<file path="src/rtl/pc_redirect_unit.sv">
// IF-stage program counter: picks the next fetch address from sequential, branch,
// jump or exception sources, and buffers a redirect that arrives during a stall.
module pc_redirect_unit #(
   parameter int unsigned      WIDTH        = 32,
   parameter logic [WIDTH-1:0] RESET_VECTOR = '0,
   parameter logic [WIDTH-1:0] EXC_VECTOR   = WIDTH'(32'h8000_0180),
   parameter int unsigned      INC          = 4
) (
   input  logic             clk,
   input  logic             reset,
   input  logic             stall,
   input  logic             branch_taken,
   input  logic [WIDTH-1:0] branch_target,
   input  logic             jump,
   input  logic [WIDTH-1:0] jump_target,
   input  logic             exception,
   output logic [WIDTH-1:0] pc,
   output logic [WIDTH-1:0] pc_plus_inc,
   output logic             pc_valid,
   output logic             redirect,
   output logic             redir_pending,
   output logic             misaligned
);

   typedef enum logic [1:0] {
      BOOT = 2'd0,
      RUN  = 2'd1,
      PEND = 2'd2
   } state_t;

   state_t           state;
   logic [WIDTH-1:0] pend_addr;
   logic             any_req;
   logic [WIDTH-1:0] req_target;

   assign pc_plus_inc   = pc + WIDTH'(INC);
   assign redir_pending = (state == PEND);
   assign misaligned    = pc_valid & (pc[1:0] != 2'b00);

   // Branch outranks jump when both are presented in the same cycle.
   assign any_req    = branch_taken | jump;
   assign req_target = branch_taken ? branch_target : jump_target;

   // stall is a hold request: while it is high the PC only moves for an exception;
   // a branch/jump seen during stall is captured once and applied when stall drops.
   always_ff @(posedge clk) begin
      if (reset) begin
         pc        <= RESET_VECTOR;
         pc_valid  <= 1'b0;
         redirect  <= 1'b0;
         pend_addr <= '0;
         state     <= BOOT;
      end else begin
         case (state)
            BOOT: begin
               pc_valid <= 1'b1;
               redirect <= 1'b0;
               state    <= RUN;
            end
            RUN: begin
               if (exception) begin
                  pc       <= EXC_VECTOR;
                  redirect <= 1'b1;
               end else if (!stall) begin
                  if (any_req) begin
                     pc       <= req_target;
                     redirect <= 1'b1;
                  end else begin
                     pc       <= pc_plus_inc;
                     redirect <= 1'b0;
                  end
               end else begin
                  redirect <= 1'b0;
                  if (any_req) begin
                     pend_addr <= req_target;
                     state     <= PEND;
                  end
               end
            end
            PEND: begin
               // The first captured redirect wins over anything presented later.
               if (exception) begin
                  pc       <= EXC_VECTOR;
                  redirect <= 1'b1;
                  state    <= RUN;
               end else if (!stall) begin
                  pc       <= pend_addr;
                  redirect <= 1'b1;
                  state    <= RUN;
               end else begin
                  redirect <= 1'b0;
               end
            end
            default: begin
               redirect <= 1'b0;
               state    <= RUN;
            end
         endcase
      end
   end

endmodule

</file>
<file path="config.mk">
export PLATFORM = sky130hd
export DESIGN_NAME = pc_redirect_unit
export DESIGN_NICKNAME = d
export VERILOG_FILES = /design/src/rtl/pc_redirect_unit.sv
export SDC_FILE = /design/constraint.sdc
export NUM_CORES = 1
export LEC_CHECK = 0
export CAP_MARGIN = 25
export CORE_MARGIN = 1.5
export CORE_UTILIZATION = 30
export CTS_CLUSTER_SIZE = 12
export DETAILED_ROUTE_END_ITERATION = 8
export GPL_TIMING_DRIVEN = 0
export PLACE_DENSITY = 0.66
export SYNTH_ARGS = -nofsm -noshare
export SYNTH_HDL_FRONTEND = slang
export SYNTH_SLANG_ARGS = --single-unit
</file>
<file path="constraint.sdc">
create_clock -name clk -period 2.3 [get_ports clk]
set_input_delay 0.69 -clock clk [delete_from_list [all_inputs] [get_ports clk]]
set_output_delay 0.69 -clock clk [all_outputs]
set_load 0.02 [all_outputs]
</file>
* Word level (Yosys, flattened, before mapping)
Cells that the tools add are included.
Storage, ports and cells: flip-flop bits (word level) 68, bits in latches 0, RAM bits 0, ROM bits 0, input bits 70, logic and storage cells 41, memories kept 0
Operators by class: add/sub/neg operators 1, $mul 0, divide/modulo/power cells 0, magnitude comparators 0, equal/unequal tests 7, shift-type cells 0, muxes and demuxes 19, bitwise gates (word level) 3, reductions and logical operators 6
Operators with widths (number):
- 2-to-1 mux 32 bit | 6
- one-hot mux 32 bit (2 select lines) | 1
- adder 32 x 3 -> 32 bit, second input constant | 1
- 2-to-1 mux 2 bit | 5
- AND reduction 4 bit | 2
- inequality test 2 bit, second input constant | 3
- inequality test 3 bit, second input constant | 2
- 2-to-1 mux 1 bit | 5
- one-hot mux 2 bit (2 select lines) | 1
- nonzero test 2 bit | 2
- AND reduction 3 bit | 1
- equality test 2 x 1 -> 1 bit, second input constant | 1
- equality test 2 bit, second input constant | 1
- zero test 2 bit | 1
- one-hot mux 1 bit (2 select lines) | 1
- bitwise AND 1 bit | 1
- NOT 1 bit | 1
- OR 1 bit | 1

* Logic depth before layout (Yosys ltp)
Gate-level depths: netlist of run 1.
word-level depth 5, gate-level depth with buffers 8, depth with buffers taken out 7

* Worst setup path after synthesis of run 1
OpenSTA, ideal clock, no wires.
kind flip-flop to output port, start point register pc[2], end point output port pc_plus_inc[26], arrival 2130 ps, data required time 1610 ps, setup slack -520 ps, stages on the path, launching flop included 7, path buffers 1, cells stage by stage dfxtp_1 > ha_1 > buf_2 > and4_1 > nand3_1 > or4_4 > xnor2_1
Between the ends: word-level cells in the longest chain between the ends 1
Ends and longest elaborated chain:
- from (decl) | line 17 | output logic [WIDTH-1:0] pc,
- from (signal assigned) | line 66 | pc <= req_target;
- from (signal assigned) | line 69 | pc <= pc_plus_inc;
- from (signal assigned) | line 87 | pc <= pend_addr;
- adder 32 x 3 -> 32 bit | line 36 | assign pc_plus_inc = pc + WIDTH'(INC);
- to (decl) | line 18 | output logic [WIDTH-1:0] pc_plus_inc,
Every way passes these cells.

* Worst setup path after layout of run 1
start point register pc[4], end point output port pc_plus_inc[30]
Same word-level chain as after synthesis.

==> flow_metrics.py, run 1 <==
metrics = {
    "power_and_ir_drop": {
        "switching_power_uw": 1244,
        "p_sw_share_pct": 31.88,
        "pwr-share-comb_pct": 27.5,
        "power_uw": 3904,
        "powerDensity_mw_per_mm2": 518.2,
        "pwr-share-clk_pct": 38.5,
        "power.internal_uw": 2659,
        "leakagePower_uw": 0.003065,
        "power_frac_seq_pct": 33.9,
        "max-vdd-ir-drop_v": 0.0003560,
    },
    "finish": {
        "finish.utilization_pct": 53.86,
        "antenna_cells": 0,
        "num-fill-cells": 1260,
        "syn_to_final_growth_pct": 73.67,
        "final_cells": 954,
        "nets": 843,
        "drive_gt1_share_pct": 32.82,
    },
    "yosys": {
        "synthMuxAreaShare_pct": 9.893,
        "ys.flop_type": "dfxtp_1",
        "yosysSeqAreaShare_pct": 31.38,
        "synth-compound-area-share_pct": 23.10,
        "synth-edff-count": 0,
        "async_flop_share_pct": 0,
        "syn_area_mm2": 0.004338,
        "synth_fa_ha_area_share_pct": 1.154,
        "synth_cell_types": 55,
        "synth_nets": 627,
        "syn_area_per_cell_um2": 7.844,
        "synth_xor_area_share_pct": 5.653,
        "synthSimpleGateAreaFrac_pct": 21.78,
        "synth_seq_cells": 68,
        "synth_cells": 553,
        "yosysWarningCount": 0,
        "synth_top_family_by_area": "compound AO/OA/AOI/OAI gates",
    },
    "detailed_routing": {
        "vias": 5440,
        "drtPass1Iterations": 6,
        "antenna_left": 0,
        "post_drt_wl_per_cell_um": 20.41,
        "drtIter0Drc": 619,
        "highest_layer": "met4",
        "wl_met3_mm": 1.881,
        "wl_met1_mm": 7.918,
        "wl_mm": 19.47,
        "vias_per_cell": 5.702,
        "drc_errors": 0,
        "met2_length_mm": 9.212,
    },
    "global_route": {
        "grt_pass1_vias": 5177,
        "antenna_found_initial": 0,
        "grt_overflow": 0,
        "grt_pass1_wl_mm": 28.95,
        "track_usage_pct": 25.17,
        "grt_max_degree": 14,
    },
    "setup_path": {
        "end_kind": "output pin",
        "cp.required_ns": 1.61,
        "cp_data_arrival_time_ns": 2.18,
        "path_class": "reg2out",
        "critical_path.max_fanout": 4,
        "critPathLaunchType": "flop",
    },
    "timing": {
        "setup_slack_ns": -0.5705,
        "rsz0062_at_grt": "true",
        "worstMarginPinSlew_ns": 0.8007,
        "period_minus_slack_ns": 2.871,
        "relSlewSlack_pct": 46.62,
        "finalHoldViolations": 0,
        "setup_viol": 25,
        "finalCritPeriodShare_pct": 124.8,
        "fmax_ghz": 0.3484,
        "clock_skew_ns": 0.01057,
        "worst_hold_slack_ns": 0.4992,
        "drv_slew": 0,
    },
    "clock_network": {
        "cts-htree-levels": 3,
        "cts_hold_buf": 0,
        "cts_buffer_depth": 2,
        "cts_root_buf": "clkbuf_16",
        "clk_pin_slew_ns": 0.06,
        "insertion_delay_ns": 0.34,
        "cts_sinks": 68,
        "cts_made_buffers": 9,
        "cts_tree": "done",
    },
    "place": {
        "placedCellCount": 869,
        "io_buffers": 136,
        "place_congestion": 0.9480,
        "place_hpwl_mm": 13.25,
        "place_ws_ns": -1.226,
    },
    "floorplan": {
        "die_y_um": 123.3,
        "coreArea_mm2": 0.01399,
        "ios": 138,
        "die_x_um": 123.3,
        "start_util_pct": 31.01,
        "rows": 43,
        "die_area_mm2": 0.01519,
    },
    "job": {
        "maxCapViolCount": 0,
    },
    "status": {
        "outcome": "finished, violations left",
        "violations": "setup timing",
    },
    "min_path": {
        "hp-class": "reg2reg",
    },
}
==> worst paths after layout <==
check | from | cells after the start | slack (ns) | to
max | pc[4]$_SDFFE_PP0P_ | 6 | -0.57 | pc_plus_inc[30]
min reg2reg | pend_addr[29]$_SDFFE_PP0P_ | 2 | 0.50 | pend_addr[29]$_SDFFE_PP0P_
max reg2reg | pc[3]$_SDFFE_PP0P_ | 7 | -0.05 | pc[26]$_SDFFE_PP0P_
min | pend_addr[29]$_SDFFE_PP0P_ | 2 | 0.50 | pend_addr[29]$_SDFFE_PP0P_
==> critical path, cell delays in order, from the launching register on <==
cell and delay, ns:
dfxtp_4 0.37, nand4_1 0.16, buf_4 0.18, or4_4 0.56
nor3_4 0.27, xor2_2 0.17, buf_6 0.13
==> metal layers <==
metal | vias up | track usage (%)
li1 | 2478 | -
met5 | - | 0
met1 | 2573 | 33.75
met3 | 45 | 4.982
met2 | 344 | 40.52
met4 | 0 | 8.333
==> placed cells by master, fill, tap and decap left out, drive strengths merged, types with 4 or more instances in the layout <==
master / synthesis / layout
o32ai: 4 / 4
a222oi: 4 / 4
mux2: 7 / 7
xnor2: 15 / 15
a221oi: 11 / 11
or4: 7 / 7
nor4: 12 / 12
a22oi: 7 / 7
dlygate4sd2: 0 / 6
ha: 4 / 4
xor2: 13 / 13
dfxtp: 68 / 68
a2111oi: 5 / 5
and4: 4 / 4
a31oi: 5 / 5
nor2: 72 / 72
clkbuf: 37 / 41
nor2b: 5 / 5
buf: 19 / 119
o21ai: 24 / 24
a22o: 4 / 4
mux2i: 35 / 35
o21a: 4 / 4
o22ai: 7 / 7
clkdlybuf4s50: 0 / 104
nand3: 18 / 18
nand2: 29 / 29
a211oi: 30 / 30
nand4: 12 / 12
inv: 18 / 19
nor3: 19 / 19
a21oi: 25 / 25
==> cells in the mapped netlist (all sizes together), types with 7 or more instances <==
cell	instances	area, µm²
o22ai	7	43.79
nor4	12	75.07
nor2	72	270.3
nor3	19	95.09
dfxtp	68	1361
inv	18	67.56
o21ai	24	120.1
mux2	7	78.83
mux2i	35	350.3
buf	19	98.85
a22oi	7	52.55
or4	7	56.30
clkbuf	37	138.9
a21oi	25	125.1
a211oi	30	225.2
xor2	13	113.9
nand2	29	108.9
nand4	12	81.33
nand3	18	90.09
a221oi	11	96.34
xnor2	15	131.4
==> sequential cells by signal (all words and copies together), names as in the netlist <==
register	flops
pc	32
redirect	1
pend_addr	32
pc_valid	1
state	2
==> logic make-up (layout without fill, tap and decap cells) <==
group	after synthesis	count (layout)
simple gates	193	193
compound gates	144	144
buf+inv	74	295
xor+xnor	28	28
mux	42	42
flops	68	68
fa+ha+maj	4	4
==> power by group through the flow <==
stage | Clock, µW | Combinational, µW | Sequential [µW]
3_5_place_dp | 0 | 956 | 1360
3_3_place_gp | 0 | 947 | 1360
4_1_cts | 1500 | 1030 | 1320
2_1_floorplan | 0 | 462 | 1390
5_1_grt | 1560 | 1140 | 1330
6_report | 1500 | 1070 | 1320
==> cell type report <==
cell class,count,area [µm²],area share [%]
Buffer,45,311.5,4.136
Clock buffer,10,250.2,3.322
Clock inverter,6,68.82,0.9135
Inverter,18,67.56,0.8969
Multi-Input combinational cell,411,3177,42.17
Sequential cell,68,1441,19.13
Tap cell,180,225.2,2.990
Timing Repair Buffer,216,1992,26.44
==> through the flow <==
| step | setup TNS [ns] | instance area [µm²] |
|---|---|---|
| floorplan | -0.8683 | 4583 |
| detailed placement | -71.39 | 6170 |
| global route | -10.65 | 7533 |
| CTS | -7.983 | 7282 |
| global placement | -69.78 | 6170 |
| finish | -9.164 | 7533 |
==> timing repair <==
action	4_1_cts	5_1_grt
pin swaps	46	24
setup buffers	69	18
resized for setup	260	61
endpoints found under the setup margin	96	73
Power figures use the tool's default switching activity.
==> run 2: changes to the inputs <==
- ABC_AREA: not set -> 1
- PLACE_DENSITY: 0.66 -> 0.64
- clock period: 2.3 -> 2.7 ns (I/O delays scaled with it)
==> run 2 against run 1 <==
Net effect: the flow now finishes without violations; sequential power decreased by 9.8%; critical path type unchanged; power decreased by 15%; core utilization decreased by 8.4 points; worst hold slack got worse by 0.052 ns; final area decreased by 17%; critical endpoint is now pc_plus_inc[24]; area after synthesis decreased by 2.5%.
==> flow_metrics.py, run 2 <==
metrics = {
    "status": {
        "outcome": "completed",
    },
    "setup_path": {
        "slowest_delay_ns": 0.37,
        "cp_data_arrival_time_ns": 1.87,
        "crit_top_cell": "buf_6",
        "startpoint": "pc[2]$_SDFFE_PP0P_",
        "worstPathCellList": "ha_4 > nand3_4 > nor2_4 > buf_6 > buf_6 > inv_4 > nor2_4 > nand2_1 > nand2_1 > nand2_2 > buf_6",
        "cp.required_ns": 1.89,
        "critPathLaunchType": "flop",
        "end_kind": "output pin",
        "r2r_start": "state[1]$_SDFFE_PP0P_",
        "path_buf_inv": 4,
        "path_class": "reg2out",
        "path_delay_family": "simple AND/OR/NAND/NOR gates",
        "critical_path.max_fanout": 3,
        "reg2reg_setup_slack_ns": 0.57,
        "slowest_stage": "dfxtp_4",
    },
    "floorplan": {
        "die_y_um": 121.8,
        "die_area_mm2": 0.01483,
        "ios": 138,
        "coreArea_mm2": 0.01383,
        "rows": 43,
        "die_x_um": 121.8,
        "start_util_pct": 30.60,
    },
    "yosys": {
        "async_flop_share_pct": 0,
        "synth_common_cells": "nand2_1, a21oi_1, o21ai_0",
        "synth_seq_cells": 68,
        "yosysTopAreaCellShare_pct": 32.17,
        "synth_cells": 598,
        "synth_nets": 672,
        "yosys.cell_count.top_type": "nand2_1",
        "synthTopCellsByArea": "dfxtp_1, a21oi_1, nand2_1, o21ai_0, mux2_2",
        "yosysSeqAreaShare_pct": 32.17,
        "synth_cell_types": 39,
        "syn_area_mm2": 0.004232,
        "yosysWarningCount": 0,
        "synth_top_cell_by_area": "dfxtp_1",
        "synth-edff-count": 0,
        "syn_area_per_cell_um2": 7.076,
        "ys.flop_type": "dfxtp_1",
    },
    "timing": {
        "finalCritPeriodShare_pct": 99.39,
        "finalHoldViolations": 0,
        "relSlewSlack_pct": 60.49,
        "setup_viol": 0,
        "period_minus_slack_ns": 2.683,
        "worstMarginPinSlew_ns": 0.5927,
        "clock_skew_ns": 0.006982,
        "rsz0062_at_grt": "true",
        "drv_slew": 0,
        "fmax_ghz": 0.3727,
    },
    "finish": {
        "fin_area_mm2": 0.006284,
        "top_regs": "pc (32), pend_addr (32), state (2)",
        "finish.utilization_pct": 45.44,
        "syn_to_final_growth_pct": 48.49,
        "num-fill-cells": 1422,
        "nets": 830,
        "final_cell_mix": "nand2_1, clkdlybuf4s50_1, a21oi_1, o21ai_0, inv_1",
        "drive_gt1_share_pct": 20.50,
        "antenna_cells": 0,
        "ff_latch_area_mm2": 0.001393,
        "multi_input_area_mm2": 0.002557,
    },
    "power_and_ir_drop": {
        "powerDensity_mw_per_mm2": 526.3,
        "power_frac_seq_pct": 35.9,
        "max-vdd-ir-drop_v": 0.0002697,
        "pwr-share-clk_pct": 36.2,
        "pwr-share-comb_pct": 27.8,
        "p_sw_share_pct": 32.54,
        "power.internal_uw": 2231,
        "switching_power_uw": 1076,
        "leakagePower_uw": 0.002459,
    },
    "job": {
        "maxCapViolCount": 0,
    },
    "clock_network": {
        "cts_hold_buf": 0,
        "cts_buffer_depth": 2,
        "cts-htree-levels": 3,
        "clk_pin_slew_ns": 0.06,
        "cts_root_buf": "clkbuf_16",
        "cts_sinks": 68,
        "cts_made_buffers": 9,
        "cts_tree": "done",
        "insertion_delay_ns": 0.34,
    },
    "detailed_routing": {
        "vias": 4554,
        "highest_layer": "met4",
        "drtPass1Iterations": 6,
        "drc_errors": 0,
        "antenna_left": 0,
        "wl_mm": 14.44,
        "wl_met1_mm": 6.746,
        "wl_met3_mm": 1.074,
        "met2_length_mm": 6.381,
        "drtIter0Drc": 330,
        "post_drt_wl_per_cell_um": 15.34,
        "vias_per_cell": 4.840,
    },
    "min_path": {
        "min-delay-start": "pend_addr[28]$_SDFFE_PP0P_",
        "hp-class": "reg2reg",
    },
    "place": {
        "post_dp_cell_area_mm2": 0.005818,
        "place_hpwl_mm": 10.94,
        "io_buffers": 136,
        "place_congestion": 0.9048,
    },
    "global_route": {
        "grt_pass1_wl_mm": 22.18,
        "grt_overflow": 0,
        "antenna_found_initial": 0,
        "track_usage_pct": 19.48,
        "grt_max_degree": 14,
        "grt_pass1_vias": 4244,
    },
}
[run 2: cell types whose count changed in the layout (fill, tap and decap cells not counted), sizes merged, moves of 11 or more]
| cell | previous run | this run |
|---|---|---|
| a211oi | 30 | 0 |
| a21oi | 25 | 94 |
| buf | 119 | 39 |
| inv | 19 | 59 |
| mux2 | 7 | 25 |
| mux2i | 35 | 5 |
| nand2 | 29 | 118 |
| nand4 | 12 | 1 |
| nor2 | 72 | 52 |
| nor3 | 19 | 2 |
| nor4 | 12 | 0 |
| o21ai | 24 | 82 |
[run 2: logic make-up (layout without fill, tap and decap cells)]
| group | after synthesis | after routing | share of synthesized area (%) |
|---|---|---|---|
| muxes | 30 | 30 | 7.836 |
| AOI/OAI and AO/OA | 189 | 189 | 23.39 |
| adders and majority gates | 4 | 4 | 1.183 |
| and+or+nand+nor | 198 | 198 | 22.03 |
| DFF | 68 | 68 | 32.17 |
| xor gates and xnor gates | 15 | 15 | 4.347 |
| buffers and inverters | 94 | 257 | 9.048 |
[run 2: tightest hold or removal path: cells and delay by family, from the launching register on]
family | cells | cell delay (ns)
AO/OA/AOI/OAI | 1 | 0.05
buffers and inverters | 1 | 0.05
flip-flops | 1 | 0.30
[run 2: stage by stage]
step | setup slack (ns) | setup TNS, ns | power [µW] | hold slack, ns | instances
2_1_floorplan | 0.3106 | 0 | 1664 | 0.4245 | 598
3_3_place_gp | -0.2696 | -2.109 | 2115 | 0.4359 | 914
3_5_place_dp | -0.2833 | -2.214 | 2119 | 0.4428 | 914
4_1_cts | -0.02755 | -0.05488 | 3309 | 0.4506 | 937
5_1_grt | -0.05136 | -0.1441 | 3443 | 0.4696 | 941
6_report | 0.01659 | 0 | 3307 | 0.4470 | 941
[run 2: final timing paths]
kind,end,cells past startpoint
hold reg to reg,pend_addr[28]$_SDFFE_PP0P_,2
hold / removal,pend_addr[28]$_SDFFE_PP0P_,2
setup / recovery,pc_plus_inc[24],11
setup reg to reg,pc[21]$_SDFFE_PP0P_,10
[run 2: timing repair]
item,4_1_cts,5_1_grt
buffers inserted,7,4
pin swaps,6,7
endpoints found under the setup margin,25,23
gates cloned,0,0
resized for setup,107,24
[run 2: final cells by class]
cell class / count / area share [%]
clock buffers: 9 / 3.584
flip-flops and latches: 68 / 22.16
repair buffers: 147 / 22.64
inverters: 58 / 3.505
multi-input cells: 436 / 40.70
clock inverters: 7 / 1.195
plain buffers: 36 / 2.628
well taps: 180 / 3.584
[run 2: power groups by stage]
| stage | clock [µW] | combinational [µW] | sequential (µW) |
|---|---|---|---|
| 2_1_floorplan | 0 | 421 | 1240 |
| 3_3_place_gp | 0 | 916 | 1200 |
| 3_5_place_dp | 0 | 919 | 1200 |
| 4_1_cts | 1200 | 922 | 1180 |
| 5_1_grt | 1240 | 998 | 1200 |
| 6_report | 1200 | 920 | 1190 |
[run 2: routing by layer]
| layer | global-route usage, % | vias to the layer above |
|---|---|---|
| met3 | 4.167 | 17 |
| met5 | 0 | - |
| met4 | 5.000 | 0 |
| li1 | - | 2303 |
| met2 | 30.58 | 170 |
| met1 | 27.09 | 2064 |
